`config.mk`:
```
export PLATFORM = sky130hd
export DESIGN_NAME = tile_scheduler
export DESIGN_NICKNAME = d
export VERILOG_FILES = /design/src/rtl/tile_pkg.sv /design/src/rtl/tile_lfsr.sv /design/src/rtl/tile_scheduler.sv
export SDC_FILE = /design/constraint.sdc
export NUM_CORES = 1
export LEC_CHECK = 0
export CAP_MARGIN = 20
export CORE_ASPECT_RATIO = 1.75
export CORE_MARGIN = 3
export CORE_UTILIZATION = 37
export CTS_CLUSTER_SIZE = 12
export DETAILED_ROUTE_END_ITERATION = 16
export PLACE_DENSITY_LB_ADDON = 0.08
export SYNTH_ARGS = -nofsm -noshare
export SYNTH_HDL_FRONTEND = slang
export SYNTH_HIERARCHICAL = 1
export SYNTH_SLANG_ARGS = --single-unit
```
`constraint.sdc`:
```
create_clock -name frame_clk -period 52.8 [get_ports frame_clk]
set_input_delay 15.84 -clock frame_clk [delete_from_list [all_inputs] [get_ports frame_clk]]
set_output_delay 15.84 -clock frame_clk [all_outputs]
set_load 0.005 [all_outputs]
```
`src/rtl/tile_pkg.sv`:
```
// Shared types and constants for the Piano Tiles scheduler: game states,
// HID keycodes for the four lane keys and space, and LFSR constants.
package tile_pkg;

  typedef enum logic [1:0] {
    IDLE = 2'd0,
    PLAY = 2'd1,
    OVER = 2'd2
  } state_e;

  typedef logic [1:0] lane_t;

  localparam logic [7:0] KEY_D     = 8'h07;
  localparam logic [7:0] KEY_F     = 8'h09;
  localparam logic [7:0] KEY_J     = 8'h0D;
  localparam logic [7:0] KEY_K     = 8'h0E;
  localparam logic [7:0] KEY_SPACE = 8'h2C;

  localparam int TILE_H = 96;

  localparam logic [7:0] LFSR_SEED = 8'hA5;
  localparam logic [7:0] LFSR_TAPS = 8'hB8;
  localparam logic [3:0] STEP_MAX  = 4'd8;

  function automatic logic is_lane_key(input logic [7:0] key);
    return (key == KEY_D) || (key == KEY_F) || (key == KEY_J) || (key == KEY_K);
  endfunction

  function automatic lane_t key_lane(input logic [7:0] key);
    lane_t lane;
    case (key)
      KEY_D:   lane = 2'd0;
      KEY_F:   lane = 2'd1;
      KEY_J:   lane = 2'd2;
      KEY_K:   lane = 2'd3;
      default: lane = 2'd0;
    endcase
    return lane;
  endfunction

endpackage

```
`src/rtl/tile_lfsr.sv`:
```
// 8-bit Galois LFSR (taps 8'hB8) choosing spawn lanes; o_lane is taken from
// the value the register moves to when step_en is high.
module tile_lfsr
  import tile_pkg::*;
(
  input  logic  frame_clk,
  input  logic  Reset_n,
  input  logic  step_en,
  output lane_t o_lane
);

  logic [7:0] r_lfsr;
  logic [7:0] w_next;

  always_comb begin
    w_next = r_lfsr >> 1;
    if (r_lfsr[0]) w_next = w_next ^ LFSR_TAPS;
  end

  assign o_lane = w_next[1:0];

  always_ff @(posedge frame_clk) begin
    if (!Reset_n) begin
      r_lfsr <= LFSR_SEED;
    end else if (step_en) begin
      r_lfsr <= w_next;
    end
  end

endmodule

```
`src/rtl/tile_scheduler.sv`:
```
// Piano Tiles game controller: spawns, advances and judges lane tiles and runs
// the IDLE/PLAY/OVER sequence. Define SPEEDUP_EN to raise the fall speed every 16 hits.
module tile_scheduler
  import tile_pkg::*;
#(
  parameter int NUM_SLOTS = 8,
  parameter int SCREEN_H  = 480,
  parameter int SPAWN_GAP = 48,
  parameter int HIT_Y_MIN = 288,
  parameter int BASE_STEP = 2
) (
  input  logic                     frame_clk,
  input  logic                     Reset_n,
  input  logic [7:0]               keycode,
  output logic [NUM_SLOTS-1:0]     tile_valid,
  output logic [2*NUM_SLOTS-1:0]   tile_lane,
  output logic [10*NUM_SLOTS-1:0]  tile_y,
  output logic [15:0]              score,
  output logic [1:0]               game_state,
  output logic                     game_over
);

  localparam int CW = (SPAWN_GAP > 1) ? $clog2(SPAWN_GAP) : 1;
  localparam int IW = (NUM_SLOTS > 1) ? $clog2(NUM_SLOTS) : 1;
  localparam logic [CW-1:0] GAP_LAST   = CW'(SPAWN_GAP - 1);
  localparam logic [10:0]   SCREEN_LIM = 11'(SCREEN_H);
  localparam logic [9:0]    HIT_MIN    = 10'(HIT_Y_MIN);

  state_e               r_state;
  logic                 r_game_over;
  logic [7:0]           r_prev_key;
  logic [NUM_SLOTS-1:0] r_valid;
  lane_t                r_lane [NUM_SLOTS];
  logic [9:0]           r_y    [NUM_SLOTS];
  logic [15:0]          r_score;
  logic [CW-1:0]        r_cnt;
  logic [3:0]           w_step;

`ifdef SPEEDUP_EN
  logic [3:0] r_step;
  assign w_step = r_step;
`else
  assign w_step = 4'(BASE_STEP);
`endif

  logic                 w_press;
  logic                 w_space;
  logic                 w_lane_press;
  lane_t                w_lane;
  logic                 w_tgt_found;
  logic [IW-1:0]        w_tgt_idx;
  logic [9:0]           w_tgt_y;
  logic                 w_hit;
  logic                 w_miss_press;
  logic [10:0]          w_sum [NUM_SLOTS];
  logic [NUM_SLOTS-1:0] w_keep;
  logic [NUM_SLOTS-1:0] w_retire_v;
  logic                 w_retire;
  logic                 w_free_found;
  logic [IW-1:0]        w_free_idx;
  logic                 w_spawn;
  logic [15:0]          w_score_inc;
  lane_t                w_spawn_lane;

  assign w_press      = (keycode != 8'h00) && (keycode != r_prev_key);
  assign w_space      = w_press && (keycode == KEY_SPACE);
  assign w_lane_press = w_press && is_lane_key(keycode) && (r_state == PLAY);
  assign w_lane       = key_lane(keycode);

  // Target is the lowest tile in the pressed lane; strict '>' keeps the lowest index on ties.
  always_comb begin
    w_tgt_found = 1'b0;
    w_tgt_idx   = '0;
    w_tgt_y     = '0;
    for (int i = 0; i < NUM_SLOTS; i++) begin
      if (r_valid[i] && (r_lane[i] == w_lane) && (!w_tgt_found || (r_y[i] > w_tgt_y))) begin
        w_tgt_found = 1'b1;
        w_tgt_idx   = IW'(i);
        w_tgt_y     = r_y[i];
      end
    end
  end

  assign w_hit        = w_lane_press && w_tgt_found && (w_tgt_y >= HIT_MIN);
  assign w_miss_press = w_lane_press && !w_hit;

  always_comb begin
    for (int i = 0; i < NUM_SLOTS; i++) begin
      w_sum[i]      = {1'b0, r_y[i]} + {7'b0, w_step};
      w_keep[i]     = r_valid[i] && !(w_hit && (w_tgt_idx == IW'(i)));
      w_retire_v[i] = w_keep[i] && (w_sum[i] >= SCREEN_LIM);
    end
  end

  assign w_retire = |w_retire_v;

  // Free-slot search uses pre-update occupancy, so slots vacated this frame wait a frame.
  always_comb begin
    w_free_found = 1'b0;
    w_free_idx   = '0;
    for (int i = NUM_SLOTS - 1; i >= 0; i--) begin
      if (!r_valid[i]) begin
        w_free_found = 1'b1;
        w_free_idx   = IW'(i);
      end
    end
  end

  assign w_spawn     = (r_state == PLAY) && (r_cnt == GAP_LAST) && w_free_found;
  assign w_score_inc = (&r_score) ? r_score : r_score + 16'd1;

  tile_lfsr u_lfsr (
    .frame_clk (frame_clk),
    .Reset_n   (Reset_n),
    .step_en   (w_spawn),
    .o_lane    (w_spawn_lane)
  );

  always_ff @(posedge frame_clk) begin
    if (!Reset_n) begin
      r_state     <= IDLE;
      r_game_over <= 1'b0;
      r_prev_key  <= 8'h00;
      r_valid     <= '0;
      r_score     <= 16'd0;
      r_cnt       <= '0;
      for (int i = 0; i < NUM_SLOTS; i++) begin
        r_lane[i] <= '0;
        r_y[i]    <= '0;
      end
`ifdef SPEEDUP_EN
      r_step      <= 4'(BASE_STEP);
`endif
    end else begin
      r_prev_key <= keycode;
      case (r_state)
        IDLE: begin
          if (w_space) r_state <= PLAY;
        end
        PLAY: begin
          for (int i = 0; i < NUM_SLOTS; i++) begin
            if (w_keep[i] && !w_retire_v[i]) begin
              r_y[i] <= w_sum[i][9:0];
            end else begin
              r_valid[i] <= 1'b0;
              r_lane[i]  <= '0;
              r_y[i]     <= '0;
            end
          end
          r_cnt <= (r_cnt == GAP_LAST) ? '0 : r_cnt + CW'(1);
          if (w_spawn) begin
            r_valid[w_free_idx] <= 1'b1;
            r_lane[w_free_idx]  <= w_spawn_lane;
            r_y[w_free_idx]     <= '0;
          end
          if (w_hit) begin
            r_score <= w_score_inc;
`ifdef SPEEDUP_EN
            if ((w_score_inc[3:0] == 4'd0) && (r_step < STEP_MAX)) r_step <= r_step + 4'd1;
`endif
          end
          if (w_miss_press || w_retire) begin
            r_state     <= OVER;
            r_game_over <= 1'b1;
          end
        end
        OVER: begin
          if (w_space) begin
            r_state     <= IDLE;
            r_game_over <= 1'b0;
            r_valid     <= '0;
            r_score     <= 16'd0;
            r_cnt       <= '0;
            for (int i = 0; i < NUM_SLOTS; i++) begin
              r_lane[i] <= '0;
              r_y[i]    <= '0;
            end
`ifdef SPEEDUP_EN
            r_step      <= 4'(BASE_STEP);
`endif
          end
        end
        default: begin
          r_state     <= IDLE;
          r_game_over <= 1'b0;
        end
      endcase
    end
  end

  always_comb begin
    for (int i = 0; i < NUM_SLOTS; i++) begin
      tile_lane[2*i +: 2] = r_lane[i];
      tile_y[10*i +: 10]  = r_y[i];
    end
  end

  assign tile_valid = r_valid;
  assign score      = r_score;
  assign game_state = r_state;
  assign game_over  = r_game_over;

endmodule

```
==> impl_metrics.tcl, run 1 <==
set metrics [dict create \
    die_area_um2 28770 \
    fin_crit_sh_pct 63.16 \
    netlist_instances 1228 \
    die_h_um 222.1 \
    slew_headroom_pct 32.62 \
    seqPwrFrac_pct 45.1 \
    r2r_slack_ps 35630 \
    rows 78 \
    status "finished, final reports clean" \
    cts.repair.resized 0 \
    end_kind "register" \
    dp_hpwl_um 25150 \
    initial_core_util_pct 37.76 \
    hold_viol_final 0 \
    holdCritPathClass "register to register" \
    grt_pass1_wl_um 52480 \
    fin_setup_tns_ps 0 \
    cts_inserted_buffers 17 \
    worstPathArrival_ps 33680 \
    clock_latency_ps 450 \
    total_power_uw 238.5 \
    startpoint "keycode[2]" \
    synth_area_um2 9876 \
    grt_max_degree 44 \
    routed_via_density 5.810 \
    synth.distinct_cells 87 \
    place_congestion 0.9203 \
    multi_input_area_um2 6541 \
    power_frac_clock_pct 51.3 \
    tightest_slew_ps 1006 \
    synth-edff-count 16 \
    fin_crit_ps 33350 \
    swShare_pct 24.48 \
    via_count 9651 \
    synth-main-ff-cell "dfxtp_1" \
    criticalPathCategory "primary input to register" \
    drive_gt1_share_pct 5.742 \
    die_x_um 129.5 \
    crit_path_frequent_cell "a21o_1" \
    p_sw_uw 58.38 \
    r2r_cells 66 \
    rsz0062_at_grt "false" \
    async_flop_share_pct 0 \
    required_ps 53130 \
    fmax_ghz 0.02998 \
    routedWlPerCell_um 19.89 \
    cts_tree "built" \
    cts_buffer_depth 2 \
    drt-total-wl_um 33050 \
    drtIter0Drc 628 \
    drv_slew 0 \
    port_buffers 124 \
    post-route-drc-count 0 \
    intPower_uw 180.1 \
    design.core.area_um2 26160 \
    drv_cap 0 \
    grt_pass1_vias 9380 \
    cts.clk_slew.worst_paths_ps 60 \
    leakagePower_nw 4.431 \
    antenna_found_initial 0 \
    synth_seq_area_share_pct 29.39 \
    final_nets 1413 \
    finClkSkew_ps 13.83 \
    grt_usage_pct 23.21 \
    reg2reg_to "game_state[1]$_SDFFE_PN0P_" \
    ys.warnings.count 6 \
    cts_root_buffer "clkbuf_16" \
    seqCellArea_um2 2903 \
    ys_seq_elements 137 \
    power_frac_comb_pct 3.7 \
    htree_levels 4 \
    post_cts_buffers 0 \
    design_area_um2 11900 \
    crit_path_end "game_state[1]$_SDFFE_PN0P_" \
    syn_avg_cell_area_um2 8.042 \
    slowest_delay_ps 900 \
    cts_hold_buf 0 \
    finalWorstSetupSlack_ps 19450 \
    cpMaxStageDelayCell "nor4_1" \
    pre_cts_ws_ps 19340 \
    finalSetupViolCount 0 \
    n_antenna_cell 0 \
    detailed_place.area_um2 11310 \
    cts.sinks 137 \
    drt_pass1_iterations 5 \
    grt_overflow 0 \
    synthToLayoutAreaGrowth_pct 20.46 \
    power_density_nw_per_um2 20.05 \
    path_max_fanout 24 \
    ir_worst_vdd_v 0.00002078 \
    nFillCells 2668 \
    ioPinCount 133 \
    rr_startpoint "r_lane[0][1]$_SDFFCE_PN0P_" \
    cp-start-kind "primary input" \
    final_antenna_net_count 0 \
]
==> power by group through the flow <==
stage	sequential (mW)	combinational [mW]	clock [mW]
2_1_floorplan	0.109	0.00519	0
3_3_place_gp	0.110	0.00880	0
3_5_place_dp	0.110	0.00886	0
4_1_cts	0.107	0.00892	0.126
5_1_grt	0.108	0.00963	0.129
6_report	0.107	0.00878	0.122
==> registers in the layout (all words and copies together), names as in the netlist <==
| name | cells |
|---|---|
| u_lfsr/r_lfsr | 8 |
| tile_valid | 8 |
| game_state | 2 |
| r_y | 72 |
| r_prev_key | 8 |
| r_cnt | 6 |
| score | 16 |
| r_lane | 16 |
| game_over | 1 |
==> cells by family after synthesis <==
family	synth area share, %
adder cells (fa/ha/maj)	9.502
XOR/XNOR	4.878
multiplexers	0.7222
other	0.03797
AO/OA/AOI/OAI	23.17
flip-flops	29.39
buffers and inverters	4.662
AND/OR/NAND/NOR	27.63
==> how the worst min path moves through the flow <==
stage / startpoint / endpoint / slack (ps) / cells past startpoint
after floorplan: u_lfsr/r_lfsr[7]$_SDFFE_PN1P_ / u_lfsr/r_lfsr[7]$_SDFFE_PN1P_ / 440 / 2
after global placement: u_lfsr/r_lfsr[3]$_SDFFE_PN0P_ / u_lfsr/r_lfsr[2]$_SDFFE_PN1P_ / 460 / 2
after detailed placement: u_lfsr/r_lfsr[3]$_SDFFE_PN0P_ / u_lfsr/r_lfsr[2]$_SDFFE_PN1P_ / 470 / 2
after CTS: u_lfsr/r_lfsr[3]$_SDFFE_PN0P_ / u_lfsr/r_lfsr[2]$_SDFFE_PN1P_ / 490 / 2
after global routing: game_over$_SDFFE_PN0P_ / game_over$_SDFFE_PN0P_ / 530 / 2
final: u_lfsr/r_lfsr[7]$_SDFFE_PN1P_ / u_lfsr/r_lfsr[7]$_SDFFE_PN1P_ / 480 / 2
==> cell usage after synthesis (all sizes together), types with 12 or more instances <==
cell	instances	area, µm²
a21boi	13	97.59
a21o	26	195.2
a21oi	60	300.3
and2	27	171.4
and3	39	244.0
buf	29	201.4
clkbuf	32	120.1
dfxtp	121	2422
edfxtp	16	480.5
ha	75	938.4
inv	37	138.9
nand2	134	503.0
nand3	64	320.3
nand4	24	150.1
nor2	117	441.7
nor2b	19	118.9
nor3	23	120.1
nor3b	13	97.59
nor4	12	102.6
o211ai	17	146.4
o21a	23	172.7
o21ai	60	300.3
xnor2	38	332.8
xor2	17	148.9
==> worst max-delay path: cells and delay by family <==
family / cells / cell delay [ps]
fa+ha+maj: 7 / 1960
simple gates: 18 / 4810
buf+inv: 2 / 870
compound gates: 41 / 10170
==> per-layer routing <==
| layer | share of wire, % | GRT usage, % | routed length, µm | vias up |
|---|---|---|---|---|
| met5 | 0 | 0 | 0 | - |
| li1 | - | - | - | 4720 |
| met2 | 51 | 39.91 | 16860 | 293 |
| met4 | 4.4 | 11.24 | 1458 | 0 |
| met1 | 40 | 27.40 | 13230 | 4565 |
| met3 | 4.5 | 4.147 | 1497 | 73 |
==> cell type report <==
cell class | instances | share of cell area (%)
clock inverter | 14 | 1.346
inverter | 37 | 1.167
clock buffer | 18 | 3.607
sequential | 137 | 24.40
timing repair buffer | 135 | 11.13
tap | 320 | 3.366
multi-input combinational | 1000 | 54.99
==> cells in the final DEF, fill, tap and decap left out, types with 24 or more instances in the layout <==
cell             netlist  layout
and3_1                39      39
clkdlybuf4s50_1        0     124
nand3_1               64      64
nor2_1               116     115
dfxtp_1              121     121
xnor2_1               38      38
inv_1                 37      37
nand4_1               24      24
a21oi_1               60      60
a21o_1                26      26
nand2_1              134     134
and2_1                26      26
o21ai_0               58      58
ha_1                  75      75
==> through the flow <==
| step | hold WS, ps | std cells | util [%] |
|---|---|---|---|
| 3_5_place_dp | 468.4 | 1629 | 43.23 |
| 5_1_grt | 530.8 | 1661 | 45.48 |
| 3_3_place_gp | 457.4 | 1629 | 43.23 |
| 2_1_floorplan | 439.9 | 1235 | - |
| 6_report | 478.9 | 1661 | 45.48 |
| 4_1_cts | 485.6 | 1661 | 45.48 |
No activity file was read; power rests on OpenSTA's default activity.
==> run 2, diff against run 1 <==
==> constraint.sdc (replaced) <==
create_clock -name frame_clk -period 33.3 [get_ports frame_clk]
set_input_delay 9.99 -clock frame_clk [delete_from_list [all_inputs] [get_ports frame_clk]]
set_output_delay 9.99 -clock frame_clk [all_outputs]
set_load 0.005 [all_outputs]
==> impl_metrics.tcl, run 2 (same netlist as run 1, synthesis figures left out) <==
set metrics [dict create \
    status "finished, final reports clean" \
    grt_pass1_vias 9299 \
    drive_gt1_share_pct 5.593 \
    dp_hpwl_um 25120 \
    grt_usage_pct 23.18 \
    cts.clk_slew.worst_paths_ps 60 \
    final_cell_mix "nand2_1, clkdlybuf4s50_1, dfxtp_1" \
    post_cts_buffers 0 \
    synthToLayoutAreaGrowth_pct 20.08 \
    cts_hold_buf 0 \
    cts_inserted_buffers 17 \
    post-route-drc-count 0 \
    final_antenna_net_count 0 \
    holdCritPathClass "register to register" \
    routed_via_density 5.815 \
    fin_crit_ps 27490 \
    required_ps 33620 \
    drv_slew 0 \
    grt_max_degree 44 \
    drtIter0Drc 649 \
    n_antenna_cell 0 \
    tightest_slew_ps 1012 \
    power_density_nw_per_um2 31.02 \
    fin_hold_ws_ps 478.3 \
    design.core.area_um2 26160 \
    grt_overflow 0 \
    criticalPathCategory "primary input to register" \
    rsz0062_at_grt "false" \
    ir_worst_vdd_v 0.00003284 \
    die_area_um2 28770 \
    rows 78 \
    worstPathArrival_ps 27820 \
    cts_buffer_depth 2 \
    fin_setup_tns_ps 0 \
    routedWlPerCell_um 19.92 \
    path_max_fanout 24 \
    place_congestion 0.9207 \
    cts_root_buffer "clkbuf_16" \
    die_x_um 129.5 \
    finalSetupViolCount 0 \
    leakagePower_nw 4.413 \
    slowest_delay_ps 900 \
    antenna_found_initial 0 \
    grt_pass1_wl_um 52230 \
    die_h_um 222.1 \
    port_buffers 124 \
    crit_path_frequent_cell "a21o_1" \
    initial_core_util_pct 37.76 \
    drv_cap 0 \
    top_register "r_y" \
    slew_headroom_pct 32.06 \
    cts.sinks 137 \
    cp-start-kind "primary input" \
    finClkSkew_ps 17.29 \
    final_nets 1413 \
    htree_levels 4 \
    fmax_ghz 0.03637 \
    clock_latency_ps 450 \
    end_kind "register" \
    cts_tree "built" \
    ioPinCount 133 \
    largest_register_ffs 72 \
    drt_pass1_iterations 5 \
    cpMaxStageDelayCell "nor4_1" \
    final_common_cell "nand2_1" \
    hold_viol_final 0 \
    via_count 9659 \
    drt-total-wl_um 33090 \
    cts.repair.resized 0 \
    fin_crit_sh_pct 82.57 \
]
==> run 2: stage by stage <==
step | cell area (µm²) | power, mW | setup WS [ps] | std cells | util, %
2_1_floorplan | 9902 | 0.1815 | 8527 | 1235 | -
3_3_place_gp | 11310 | 0.1879 | 6025 | 1629 | 43.23
3_5_place_dp | 11310 | 0.1880 | 5682 | 1629 | 43.23
4_1_cts | 11860 | 0.3732 | 6116 | 1661 | 45.34
5_1_grt | 11860 | 0.3810 | 4409 | 1661 | 45.34
6_report | 11860 | 0.3679 | 5805 | 1661 | 45.34
==> run 2: cell type report <==
cell class | count | area, µm²
fillers | 2643 | 14300
multi-input cells | 1000 | 6541
flip-flops and latches | 137 | 2903
repair buffers | 135 | 1324
clock buffers | 20 | 436.7
well taps | 320 | 400.4
inverters | 37 | 138.9
clock inverters | 12 | 115.1
==> run 2: worst paths after layout <==
| path | startpoint | to | slack [ps] | cells after the start |
|---|---|---|---|---|
| worst max-delay path | keycode[2] | game_state[1]$_SDFFE_PN0P_ | 5810 | 68 |
| worst min-delay path | u_lfsr/r_lfsr[7]$_SDFFE_PN1P_ | u_lfsr/r_lfsr[7]$_SDFFE_PN1P_ | 480 | 2 |
| worst max register to register | r_lane[0][1]$_SDFFCE_PN0P_ | game_state[1]$_SDFFE_PN0P_ | 16170 | 66 |
| worst min register to register | u_lfsr/r_lfsr[7]$_SDFFE_PN1P_ | u_lfsr/r_lfsr[7]$_SDFFE_PN1P_ | 480 | 2 |
==> run 2: per-layer routing <==
metal / routed length (µm) / vias to the layer above / global-route usage, %
met1: 13270 / 4555 / 26.74
li1: - / 4729 / -
met3: 1463 / 73 / 3.472
met4: 1448 / 0 / 11.51
met5: 0 / - / 0
met2: 16910 / 302 / 40.87
==> run 2: power breakdown <==
group	switching, mW	total [mW]	leakage [nW]	internal (mW)
combinational	0.00850	0.0139	3.02	0.00542
clock	0.0801	0.184	0.262	0.103
sequential	0.00199	0.170	1.13	0.168
==> run 2: critical path: cells and delay by family <==
family,cells,cell delay (ps)
buf+inv,2,890
simple gates,18,4820
compound gates,41,10130
fa+ha+maj,7,1940
==> run 3, diff against run 2 <==
==> constraint.sdc (replaced) <==
create_clock -name frame_clk -period 22.6 [get_ports frame_clk]
set_input_delay 6.78 -clock frame_clk [delete_from_list [all_inputs] [get_ports frame_clk]]
set_output_delay 6.78 -clock frame_clk [all_outputs]
set_load 0.005 [all_outputs]
==> impl_metrics.tcl, run 3 (same netlist as run 1, synthesis figures left out) <==
set metrics [dict create \
    status "finished, final reports clean" \
    drtIter0Drc 585 \
    routedWlPerCell_um 19.86 \
    synthToLayoutAreaGrowth_pct 24.45 \
    power_density_nw_per_um2 44.92 \
    drt_pass1_iterations 7 \
    grt_pass1_vias 9850 \
    required_ps 22740 \
    seqCellArea_um2 2903 \
    fin_setup_tns_ps 0 \
    startpoint "keycode[2]" \
    final_common_cell "nand2_1" \
    finalWorstSetupSlack_ps 940.6 \
    grt_overflow 0 \
    slowest_delay_ps 500 \
    end_kind "register" \
    fin_crit_sh_pct 95.84 \
    htree_levels 4 \
    crit_path_frequent_cell "ha_1" \
    slew_headroom_pct 43.93 \
    path_buf_inv 3 \
    post-route-drc-count 0 \
    cts_buffer_depth 2 \
    n_antenna_cell 0 \
    fmax_ghz 0.04617 \
    final_antenna_net_count 0 \
    drv_slew 0 \
    grt_pass1_wl_um 53120 \
    fin_util_pct 46.99 \
    largest_register_ffs 72 \
    hp-start "u_lfsr/r_lfsr[3]$_SDFFE_PN0P_" \
    detailed_place.area_um2 11520 \
    cts_hold_buf 0 \
    design.core.area_um2 26160 \
    criticalPathCategory "primary input to register" \
    cts.clk_slew.worst_paths_ps 70 \
    rows 78 \
    initial_core_util_pct 37.76 \
    cts_inserted_buffers 17 \
    port_buffers 124 \
    finalSetupViolCount 0 \
    routed_via_density 5.764 \
    cp-start-kind "primary input" \
    worstPathArrival_ps 21800 \
    die_area_um2 28770 \
    grt_usage_pct 23.53 \
    finClkSkew_ps 10.07 \
    dp_hpwl_um 25700 \
    nFillCells 2632 \
    cts_tree "built" \
    die_h_um 222.1 \
    pre_cts_ws_ps -344.6 \
    critPathTopFamily "compound AO/OA/AOI/OAI gates" \
    drive_gt1_share_pct 9.382 \
    via_count 9770 \
    antenna_found_initial 0 \
    rr_startpoint "r_lane[0][1]$_SDFFCE_PN0P_" \
    hold_viol_final 0 \
    final_nets 1447 \
    clock_latency_ps 450 \
    leakagePower_nw 4.644 \
    die_x_um 129.5 \
    grt_max_degree 44 \
    holdCritPathClass "register to register" \
    tightest_slew_ps 829.4 \
    path_max_fanout 17 \
    fin_crit_ps 21660 \
    ioPinCount 133 \
    drv_cap 0 \
    multi_input_area_um2 6688 \
    cpMaxStageDelayCell "clkdlybuf4s50_1" \
    top_register "r_y" \
    place_congestion 0.9283 \
    cts.sinks 137 \
    cts_root_buffer "clkbuf_16" \
    design_area_um2 12290 \
    drt-total-wl_um 33660 \
    ir_worst_vdd_v 0.00004989 \
    final_cell_mix "nand2_1, clkdlybuf4s50_1, dfxtp_1" \
]
==> run 3: timing repair <==
action | 4_1_cts | 5_1_grt
setup buffers | 0 | 4
setup endpoints to repair | 0 | 97
resized for setup | 0 | 30
==> run 3: cell type report <==
class | instances | share of cell area [%]
clock buffers | 20 | 3.899
flip-flops and latches | 137 | 23.62
multi-input cells | 1000 | 54.41
well taps | 320 | 3.258
clock inverters | 12 | 0.8348
inverters | 37 | 1.130
repair buffers | 169 | 12.85
==> run 3: worst min-delay path: cells and delay by family, from the launching register on <==
family / cells / cell delay (ps)
multiplexers: 1 / 70
AND/OR/NAND/NOR: 1 / 50
flip-flops: 1 / 330
==> run 3: report_power, final <==
group | switching (mW) | internal (mW)
Combinational | 0.0131 | 0.00932
Clock | 0.122 | 0.156
Sequential | 0.00275 | 0.248
==> run 3: layer usage <==
layer  part of all wire (%)  wire [µm]  track usage, %  up-vias
li1                       -          -               -     4790
met3                    3.9       1299           4.508       74
met5                      0          0               0        -
met4                    4.1       1382           10.87        0
met1                     40      13430           26.40     4630
met2                     52      17550           42.06      276
==> run 3: path summary, 6_finish.rpt <==
check	slack, ps	cells after the start	end
worst max register to register	7470	67	r_lane[4][0]$_SDFFCE_PN0P_
worst min-delay path	480	2	u_lfsr/r_lfsr[2]$_SDFFE_PN1P_
worst min register to register	480	2	u_lfsr/r_lfsr[2]$_SDFFE_PN1P_
worst max-delay path	940	69	r_lane[4][0]$_SDFFCE_PN0P_
==> run 3: per-stage QoR <==
step / hold WS, ps / total power, mW / instances
2_1_floorplan: 439.9 / 0.2674 / 1235
3_3_place_gp: 453.9 / 0.2786 / 1658
3_5_place_dp: 464.2 / 0.2786 / 1658
4_1_cts: 480.2 / 0.5590 / 1690
5_1_grt: 504.9 / 0.5705 / 1695
6_report: 480.0 / 0.5521 / 1695
